### src/rtl/nx_frame_packer.sv
// nx_frame_packer: collects WORD_W-bit words from a valid/ready stream into a
// ROWS x COLS frame. It presents the finished frame and per-row parity on a
// second valid/ready handshake. Fill order is row 1 first; within a row the
// order runs from column COLS-1 down to 0.
module nx_frame_packer #(
  parameter int WORD_W = 15,
  parameter int ROWS   = 2,
  parameter int COLS   = 4
) (
  input  logic             clk,
  input  logic             rst,
  input  logic             in_valid,
  output logic             in_ready,
  input  logic [3:1][0:4]  in_word,
  input  logic             flush,
  output logic             frame_valid,
  input  logic             frame_ready,
  output logic [3:1][0:4]  frame_data [1:ROWS][COLS-1:0],
  output logic [1:ROWS]    row_parity,
  output logic [3:0]       fill_count,
  output logic [7:0]       abort_cnt
);

  localparam logic [0:0] FILL = 1'b0;
  localparam logic [0:0] HOLD = 1'b1;
  localparam int FRAME_WORDS = ROWS * COLS;

  logic [0:0]        state;
  logic [WORD_W-1:0] word_flat;
  logic              word_par;
  logic              accept;
  logic              do_flush;
  logic              last_word;

  assign word_flat   = in_word;
  assign word_par    = ^word_flat;
  assign in_ready    = (state == FILL);
  assign frame_valid = (state == HOLD);
  // flush beats a word presented in the same cycle
  assign accept      = in_ready && in_valid && !flush;
  // only a flush that actually drops words counts as an abort
  assign do_flush    = in_ready && flush && (fill_count != 4'd0);
  assign last_word   = (int'(fill_count) == FRAME_WORDS - 1);

  // fill/hold sequencing, fill position and abort counter
  always_ff @(posedge clk) begin
    if (rst) begin
      state      <= FILL;
      fill_count <= '0;
      abort_cnt  <= '0;
    end else if (state == FILL) begin
      if (do_flush) begin
        fill_count <= '0;
        if (abort_cnt != 8'hFF) abort_cnt <= abort_cnt + 8'd1;
      end else if (accept) begin
        fill_count <= fill_count + 4'd1;
        if (last_word) state <= HOLD;
      end
    end else if (frame_ready) begin
      // handoff cycle: no word is taken until the next cycle
      state      <= FILL;
      fill_count <= '0;
    end
  end

  // write the accepted word into its slot; old contents persist otherwise
  always_ff @(posedge clk) begin
    for (int r = 1; r <= ROWS; r++) begin
      for (int c = 0; c < COLS; c++) begin
        if (rst)
          frame_data[r][c] <= '0;
        else if (accept && int'(fill_count) == (r - 1) * COLS + (COLS - 1 - c))
          frame_data[r][c] <= in_word;
      end
    end
  end

  // running row parity; the first word of a frame restarts every row
  always_ff @(posedge clk) begin
    if (rst || do_flush) begin
      row_parity <= '0;
    end else if (accept) begin
      for (int r = 1; r <= ROWS; r++) begin
        if (fill_count == 4'd0)
          row_parity[r] <= (int'(fill_count) / COLS == r - 1) ? word_par : 1'b0;
        else if (int'(fill_count) / COLS == r - 1)
          row_parity[r] <= row_parity[r] ^ word_par;
      end
    end
  end

endmodule

### config.mk
export PLATFORM = sky130hd
export DESIGN_NAME = nx_frame_packer
export DESIGN_NICKNAME = d
export VERILOG_FILES = /design/src/rtl/nx_frame_packer.sv
export SDC_FILE = /design/constraint.sdc
export NUM_CORES = 1
export LEC_CHECK = 0
export CAP_MARGIN = 20
export CORE_MARGIN = 5
export CORE_UTILIZATION = 42
export DETAILED_ROUTE_END_ITERATION = 10
export HOLD_SLACK_MARGIN = 0.02
export PLACE_DENSITY = 0.75
export REMOVE_ABC_BUFFERS = 1
export SLEW_MARGIN = 20
export SYNTH_ARGS = -nofsm -noshare
export SYNTH_HDL_FRONTEND = slang
export SYNTH_SLANG_ARGS = --single-unit
### constraint.sdc
create_clock -name clk -period 2 [get_ports clk]
set_clock_uncertainty 0.15 [all_clocks]
set_input_delay 0.4 -clock clk [delete_from_list [all_inputs] [get_ports clk]]
set_output_delay 0.4 -clock clk [all_outputs]
set_load 0.02 [all_outputs]
---- Yosys cells after proc, flatten, opt, wreduce, memory -nomap -nowiden ----
Index checks and enable logic that the tools add are counted.
operators by class
  $add $sub $neg .......................... 2
  eq/ne operators ......................... 10
  muxes and demuxes ....................... 15
  bitwise gates (word level) .............. 3
  reduce and logical (&&, ||, !) cells .... 26
operator list
  operator             count
  $logic_not 32->1     1
  $eq 4x4->1 const B   4
  $mux 4               4
  $reduce_xor 15->1    1
  $logic_and 1x1->1    12
  $mux 1               11
  $add 8x1->8 const B  1
  $eq 4x3->1 const B   2
  $logic_not 4->1      2
  $ne 8x8->1 const B   1
  $reduce_and 2->1     3
  $add 4x1->4 const B  1
  $eq 4x2->1 const B   1
  $reduce_bool 2->1    2
  $reduce_bool 4->1    1
  $reduce_and 3->1     1
  $reduce_bool 3->1    1
  $eq 2x2->1 const B   1
  $ne 2x2->1 const B   1
  $xor 1x1->1          2
  $logic_not 1->1      1
  $logic_or 1x1->1     1
  $not 1->1            1
storage, ports and cells
  register bits after elaboration ......... 135
  output and inout port bits .............. 136
  word-level logic and storage cells ...... 85

---- Logic depth before layout (Yosys ltp) ----
Gate-level depths: netlist (run 1).
  depth after elaboration ................. 6
  gate-level depth with buffers ........... 8
  gate-level depth less buffers ........... 7

---- Worst setup path before layout (run 1) ----
Ideal clock, no wire load.
  path type ............................... register to register
  start ................................... register state, in the netlist frame_valid
  end ..................................... register frame_data[15] (netlist name)
  data arrival time ....................... 1.806 ns
  data required time ...................... 1.718 ns
  path slack .............................. -0.088 ns
  stages on the path, launching flop included .. 8
  path buffers ............................ 2
  period minus slack after synthesis ...... 2.088 ns
  path through ............................ dfxtp_1 -> or3b_1 -> nor3b_2 -> buf_2 -> nand2_2 -> buf_2 -> nand2_1 -> a21oi_1
on the way
  word-level cells in the longest chain between the ends .. 4
RTL lines
  item                             RTL line  text
  start: declaration               28        logic [0:0] state;
  start signal: assignment         48        state <= FILL;
  start signal: assignment         57        if (last_word) state <= HOLD;
  start signal: assignment         61        state <= FILL;
  $not 1->1 (no source line)       --
  $logic_and 1x1->1 (2 in series)  40        assign accept = in_ready && in_valid && !flush;
  $logic_and 1x1->1                72        else if (accept && int'(fill_count) == (r - 1) * COLS + (COLS - 1 - c))
  end signal: indexed assignment   73        frame_data[r][c] <= in_word;
  end: declaration                 18        output logic [3:1][0:4] frame_data [1:ROWS][COLS-1:0],
No other way between the ends.
A chain may end at the register's enable or synchronous reset.

---- Final worst setup path (run 1) ----
  start ................................... register state, in the netlist frame_valid
  end ..................................... register row_parity[1] (netlist name)
on the way
  word-level cells in the longest chain between the ends .. 4
RTL lines
  item                                                                   RTL line  text
  $not 1->1 (no source line) *                                           --
  $logic_and 1x1->1, on equally long branches (2 in series)              40, 42
  $reduce_and 2->1 (no source line) or $logic_or 1x1->1 (tied branches)  --
  end signal: indexed assignment                                         85        row_parity[r] <= (int'(fill_count) / COLS == r - 1) ? word_par : 1'b0;
  end signal: indexed assignment                                         87        row_parity[r] <= row_parity[r] ^ word_par;
  end: declaration                                                       19        output logic [1:ROWS] row_parity,
Every way passes the cells marked *; elsewhere a longest branch is shown, timed or not.

==> run metrics, run 1 <==
status=finished, violations left; failing checks=negative setup slack; synth unique cells=31; Rel. slew slack=0.662; Hold Vio Cnt, Final=0; # hold bufs at CTS=0; Synth Area in XOR/XNOR=0.0413; vias in the first global route=5,159; initial antenna violation count=0; DR iter-0 viols=424; total track usage=0.239; first-pass GRT wire length=27,300 microns; final worst-path cycle share=1.03; TritonCTS clock tree=built; Pleak=3.14 nW; pin count of the biggest net entering global routing=119; worst path arrival time=2.27 ns; DRT Pass-1 Iters=5; cell count after synthesis=641; post-synthesis sequential area ratio=0.516; RSZ-0062 raised after global routing=true; largest family of logic cells by synthesized area=simple AND/OR/NAND/NOR gates; DRC viols=0; final antenna-violating net count=0; P&R area growth vs syn=52.7%; Worst VDD drop=421 uV; count leader, synth=nand2_1; Finished Cell Area=0.00800 sq mm; Antenna diodes=0; fin nets=841; Yosys top cell area share=0.516; Setup crit start kind=flop; fraction of registers with async set/reset=0; IO buf count=155; # clock sinks=135; post-synthesis adder-cell area fraction=0.0120; Initial Utilization=0.432; vias=5,178; cell area after synthesis=0.00524 sq mm; clock root buffer=clkbuf_16; Worst setup EP type=flop; CP max FO=6; Yosys top cell by area=dfxtp_1; Die X=122 microns; Req. time, crit path=2.20 ns; final worst slack=-0.0632 ns; FF+latch count, synth=135; worst hold margin=0.150 ns; HP Class=input pin to flop; number of synthesized flops with an enable pin=0; Mapped Avg Cell Area=8.17 sq um; Die ar.=0.0148 sq mm; FILL cells=1,014; DR vias/cell=5.20; Yosys Warn Count=0; Final min period=2.06 ns; Pwr per Cell Area=816 mW/mm^2; commonest cells in the synthesized netlist=179 x nand2_1, 135 x dfxtp_1, 108 x a21oi_1; multiplexer area fraction after synthesis=0.0306; post-detail-place hpwl=12,000 microns; fmax=485 MHz; post-route core utilization=0.660; I/O Pins=156; Least-Margin Pin Slew=0.507 ns; Post-Route WL=18,000 microns; Compound-Gate Fraction of Synth Area=0.112; type of the worst setup path=flop to flop; endpoints failing setup=41; CTS Buf Count=17; Max Slew Vio Count=0; max_cap viols=0; Site Rows=40; Core Area=0.0121 sq mm; clk slew on worst S/H paths=0.06 ns; Top FF cell, synth=dfxtp_1; CTS HTree Levels=4; clk buf depth=2; Synth area leaders=dfxtp_1 52%, nand2_1 13%, a21oi_1 10%, nand3_1 5.0%, mux2i_1 3.1%; layout cells sized above 1=0.138; routed length per instance=18.1 microns; Placed Area=0.00728 sq mm; Skew-Pair Late Insertion Delay=0.41 ns; grt ovf=0; Die Y=122 microns; RePlAce Congestion=0.866; Synth Area in Simple Gates=0.234
## layout by cell type, fill, tap and decap left out, drive strengths merged, types with 3 or more instances in the layout
cell           netlist  routed
clkdlybuf4s50        0     123
a21oi              108     108
ha                   5       5
xnor3                3       3
clkinv               0       3
dlygate4sd2          0      18
buf                 25      61
dlymetal6s2s         0       7
dfxtp              135     135
and3                 8       8
bufinv               0       3
inv                  5       5
nand2              181     181
or3                  3       3
mux2i               16      16
nor3                 3       3
nor3b                3       3
xnor2               13      13
clkbuf              32      26
nor2                32      32
xor2                 4       4
nand3               52      52
## cell type report
class,instances,area [sq um],share of cell area
inverters,5,18.8,0.00235
repair buffers,213,2110,0.264
well taps,168,210,0.0263
multi-input cells,444,2340,0.293
clock buffers,23,488,0.0610
clock inverters,8,120,0.0150
flip-flops and latches,135,2700,0.338
## state kept, by name, summed over array words and instances (netlist names)
name         count
row_parity       2
fill_count       4
frame_data     120
abort_cnt        8
frame_valid      1
## critical path: stages (launching register included)
cell and delay, ns:
dfxtp_2 0.32, or3b_4 0.40, buf_4 0.16, buf_6 0.12, nor3_2 0.15, buf_4 0.20, mux2i_1 0.09, or3_1 0.34
nand3_2 0.07
## per-stage QoR
| step | std cells | worst slack [ns] | setup TNS (ns) | power, mW |
|---|---|---|---|---|
| 3_3_place_gp | 960 | -0.760 | -55.68 | 3.33 |
| 2_1_floorplan | 584 | -1.62 | -95.68 | 3.00 |
| 3_5_place_dp | 960 | -0.803 | -58.72 | 3.34 |
| 6_report | 996 | -0.0632 | -0.517 | 6.53 |
| 5_1_grt | 996 | -0.0823 | -2.01 | 6.71 |
| 4_1_cts | 993 | -0.0423 | -0.0423 | 6.53 |
## routing by layer
metal,up-vias,GRT usage,part of all wire
met4,0,0.108,0.031
met3,48,0.0706,0.081
met2,243,0.403,0.50
met5,-,0,0
li1,2460,-,-
met1,2427,0.282,0.39
## cell families (layout without fill, tap and decap cells)
family,after synthesis,in the layout
adder cells (fa/ha/maj),5,5
AND/OR/NAND/NOR,289,289
AO/OA/AOI/OAI,114,114
XOR/XNOR,20,20
multiplexers,16,16
buffers and inverters,62,249
flip-flops,135,135
## power by group
group / total [mW] / internal [mW] / switching, mW
combinational: 0.587 / 0.260 / 0.328
clock: 3.19 / 2.08 / 1.11
sequential: 2.75 / 2.72 / 0.0259
## what timing repair did
action / CTS / global route
cloned: 0 / 0
endpoints found under the hold margin: 0 / 0
pin swaps: 13 / 12
buffers inserted: 2 / 3
gates resized for setup: 42 / 22
endpoints found under the setup margin: 119 / 39
## path summary, 6_finish.rpt
path                                     start              to  slack, ns  cells after the start
worst min register to register  frame_data[71]  frame_data[71]       0.30                      2
worst max register to register     frame_valid   row_parity[1]      -0.06                      8
worst max-delay path               frame_valid   row_parity[1]      -0.06                      8
worst min-delay path                       rst  frame_data[33]       0.15                      2
No activity file was read; power rests on OpenSTA's default activity.
==> inputs of run 2 (changes only) <==
--- a/config.mk
+++ b/config.mk
@@ -9,6 +9,7 @@
 export CORE_MARGIN = 5
 export CORE_UTILIZATION = 42
 export DETAILED_ROUTE_END_ITERATION = 10
+export GPL_TIMING_DRIVEN = 0
 export HOLD_SLACK_MARGIN = 0.02
 export PLACE_DENSITY = 0.75
 export REMOVE_ABC_BUFFERS = 1
==> run 2 against run 1 <==
The flow now finishes without violations. Combinational power down 22%. Sequential cell count unchanged. Final cell count down 4.3%. Hold slack better by 0.062 ns. Sequential power about the same.
==> run metrics, run 2 (synthesis results as in run 1) <==
Skew-Pair Late Insertion Delay=0.41 ns; worst path arrival time=2.15 ns; Finished Cell Area=0.00766 sq mm; pin count of the biggest net entering global routing=78; Req. time, crit path=2.18 ns; GRT busiest layer=met2; final worst-path cycle share=0.985; cells on worst reg2reg path=6; Fin Setup TNS=0 ns; Buffers & Inverters on Critical Path=2; routed length per instance=17.3 microns; Hold Vio Cnt, Final=0; Die ar.=0.0148 sq mm; Pleak=2.88 nW; max_cap viols=0; met3 track demand over resource=0.0655; IO buf count=155; biggest regs=frame_data: 120 flops, abort_cnt: 8 flops, fill_count: 4 flops; total track usage=0.219; Placed Instances=910; status=completed; Cell Chain, Critical Path=or3b_4, nor3b_4, buf_6, inv_2, or3_1, a211oi_2; grt ovf=0; Finished Layout Cells=953; grt met2 use=0.374; Post-Route WL=16,500 microns; FILL cells=1,073; CTS Buf Count=17; CP top delay family=simple AND/OR/NAND/NOR gates; slowest CP cell=or3b_4; Pwr per Cell Area=816 mW/mm^2; HP Class=input pin to flop; Setup crit start kind=flop; worst hold margin=0.212 ns; vias=4,890; Core Area=0.0121 sq mm; endpoints failing setup=0; final antenna-violating net count=0; initial antenna violation count=0; WHS Path Cells=3; Hold Startpoint=in_word[14]; vias in the first global route=4,644; DR iter-0 viols=395; Least-Margin Pin Slew=0.537 ns; Worst VDD drop=426 uV; RR Startpoint=frame_valid; most common cell after layout, fill and taps aside=nand2_1; grt met1 use=0.267; post-detail-place hpwl=10,700 microns; P&R area growth vs syn=46.3%; Critical Path Max Stage Delay=0.42 ns; # clock sinks=135; Die Y=122 microns; CP max FO=7; TritonCTS clock tree=built; R2R setup slack=0.03 ns; I/O Pins=156; most flop-heavy register=frame_data; layout cells sized above 1=0.122; Die X=122 microns; Max Slew Vio Count=0; Worst setup EP type=flop; RePlAce Congestion=0.876; reg-to-reg endpoint=row_parity[2]; Final min period=1.97 ns; Rel. slew slack=0.638; RSZ-0062 raised after global routing=true; first-pass GRT wire length=24,900 microns; clk buf depth=2; DRC viols=0; clk slew on worst S/H paths=0.06 ns; DRT Pass-1 Iters=7; fin nets=797; max reg flops=120; WHS Endpoint=frame_data[104]; Antenna diodes=0; Placed Area=0.00680 sq mm; fmax=508 MHz; clock root buffer=clkbuf_16; Site Rows=40; type of the worst setup path=flop to flop; DR vias/cell=5.13; commonest cells after routing, fill and taps aside=167 x nand2_1, 132 x dfxtp_1, 120 x clkdlybuf4s50_1, 107 x a21oi_1, 52 x nand3_1; CTS HTree Levels=4; Initial Utilization=0.432
[run 2: cell types whose count changed in the layout (fill, tap and decap cells not counted), sizes merged]
cell           change
buf               -44
clkinv             +3
clkdlybuf4s50      -3
bufinv             -1
dlygate4sd2        -6
clkdlybuf4s15     +11
inv                +2
clkbuf             -6
clkinvlp           +1
[run 2: worst max-delay path by stage]
| stage | slack [ns] | depth (start not counted) | start | end |
|---|---|---|---|---|
| global route | -0.09 | 7 | frame_valid | frame_data[14] |
| finish | 0.03 | 6 | frame_valid | row_parity[2] |
| global placement | -3.29 | 6 | in_valid | frame_data[0] |
| CTS | -0.004 | 7 | fill_count[0] | abort_cnt[4] |
| detailed placement | -1.28 | 8 | in_valid | frame_data[40] |
| floorplan | -1.62 | 5 | frame_valid | frame_data[45] |
[run 2: worst register-to-register path, delay by kind of cell (launching register included)]
family	cells	cell delay, ns
AOI/OAI and AO/OA	1	0.18
buffers and inverters	2	0.17
DFF	1	0.36
and+or+nand+nor	3	1.03
[run 2: power by group]
part	internal, mW	switching, mW	total (mW)
registers	2.72	0.0273	2.75
logic	0.180	0.278	0.459
clock network	1.85	1.20	3.05
[run 2: repair_timing]
item,4_1_cts,5_1_grt
buffers inserted,8,3
hold buffers,0,0
pin swaps,5,1
gates resized for setup,95,25
setup endpoints to repair,145,98
gates cloned,1,0
[run 2: cell type report]
type,instances,area [sq um],area share
repair buffers,169,1740,0.228
well taps,168,210,0.0274
multi-input cells,444,2400,0.313
inverters,5,18.8,0.00245
clock inverters,13,149,0.0194
flip-flops and latches,135,2710,0.354
clock buffers,19,433,0.0565
[run 2: through the flow]
step / util / worst slack [ns] / total power [mW]
3_5_place_dp: 0.561 / -1.28 / 3.25
5_1_grt: 0.633 / -0.0863 / 6.46
3_3_place_gp: 0.556 / -3.29 / 3.24
6_report: 0.633 / 0.0296 / 6.25
2_1_floorplan: - / -1.62 / 3.00
4_1_cts: 0.626 / -0.00385 / 6.26
[run 2: layer usage]
layer	wire, microns	up-vias
met4	255	0
li1	-	2371
met3	1410	26
met2	8340	193
met1	6530	2300
met5	0	-
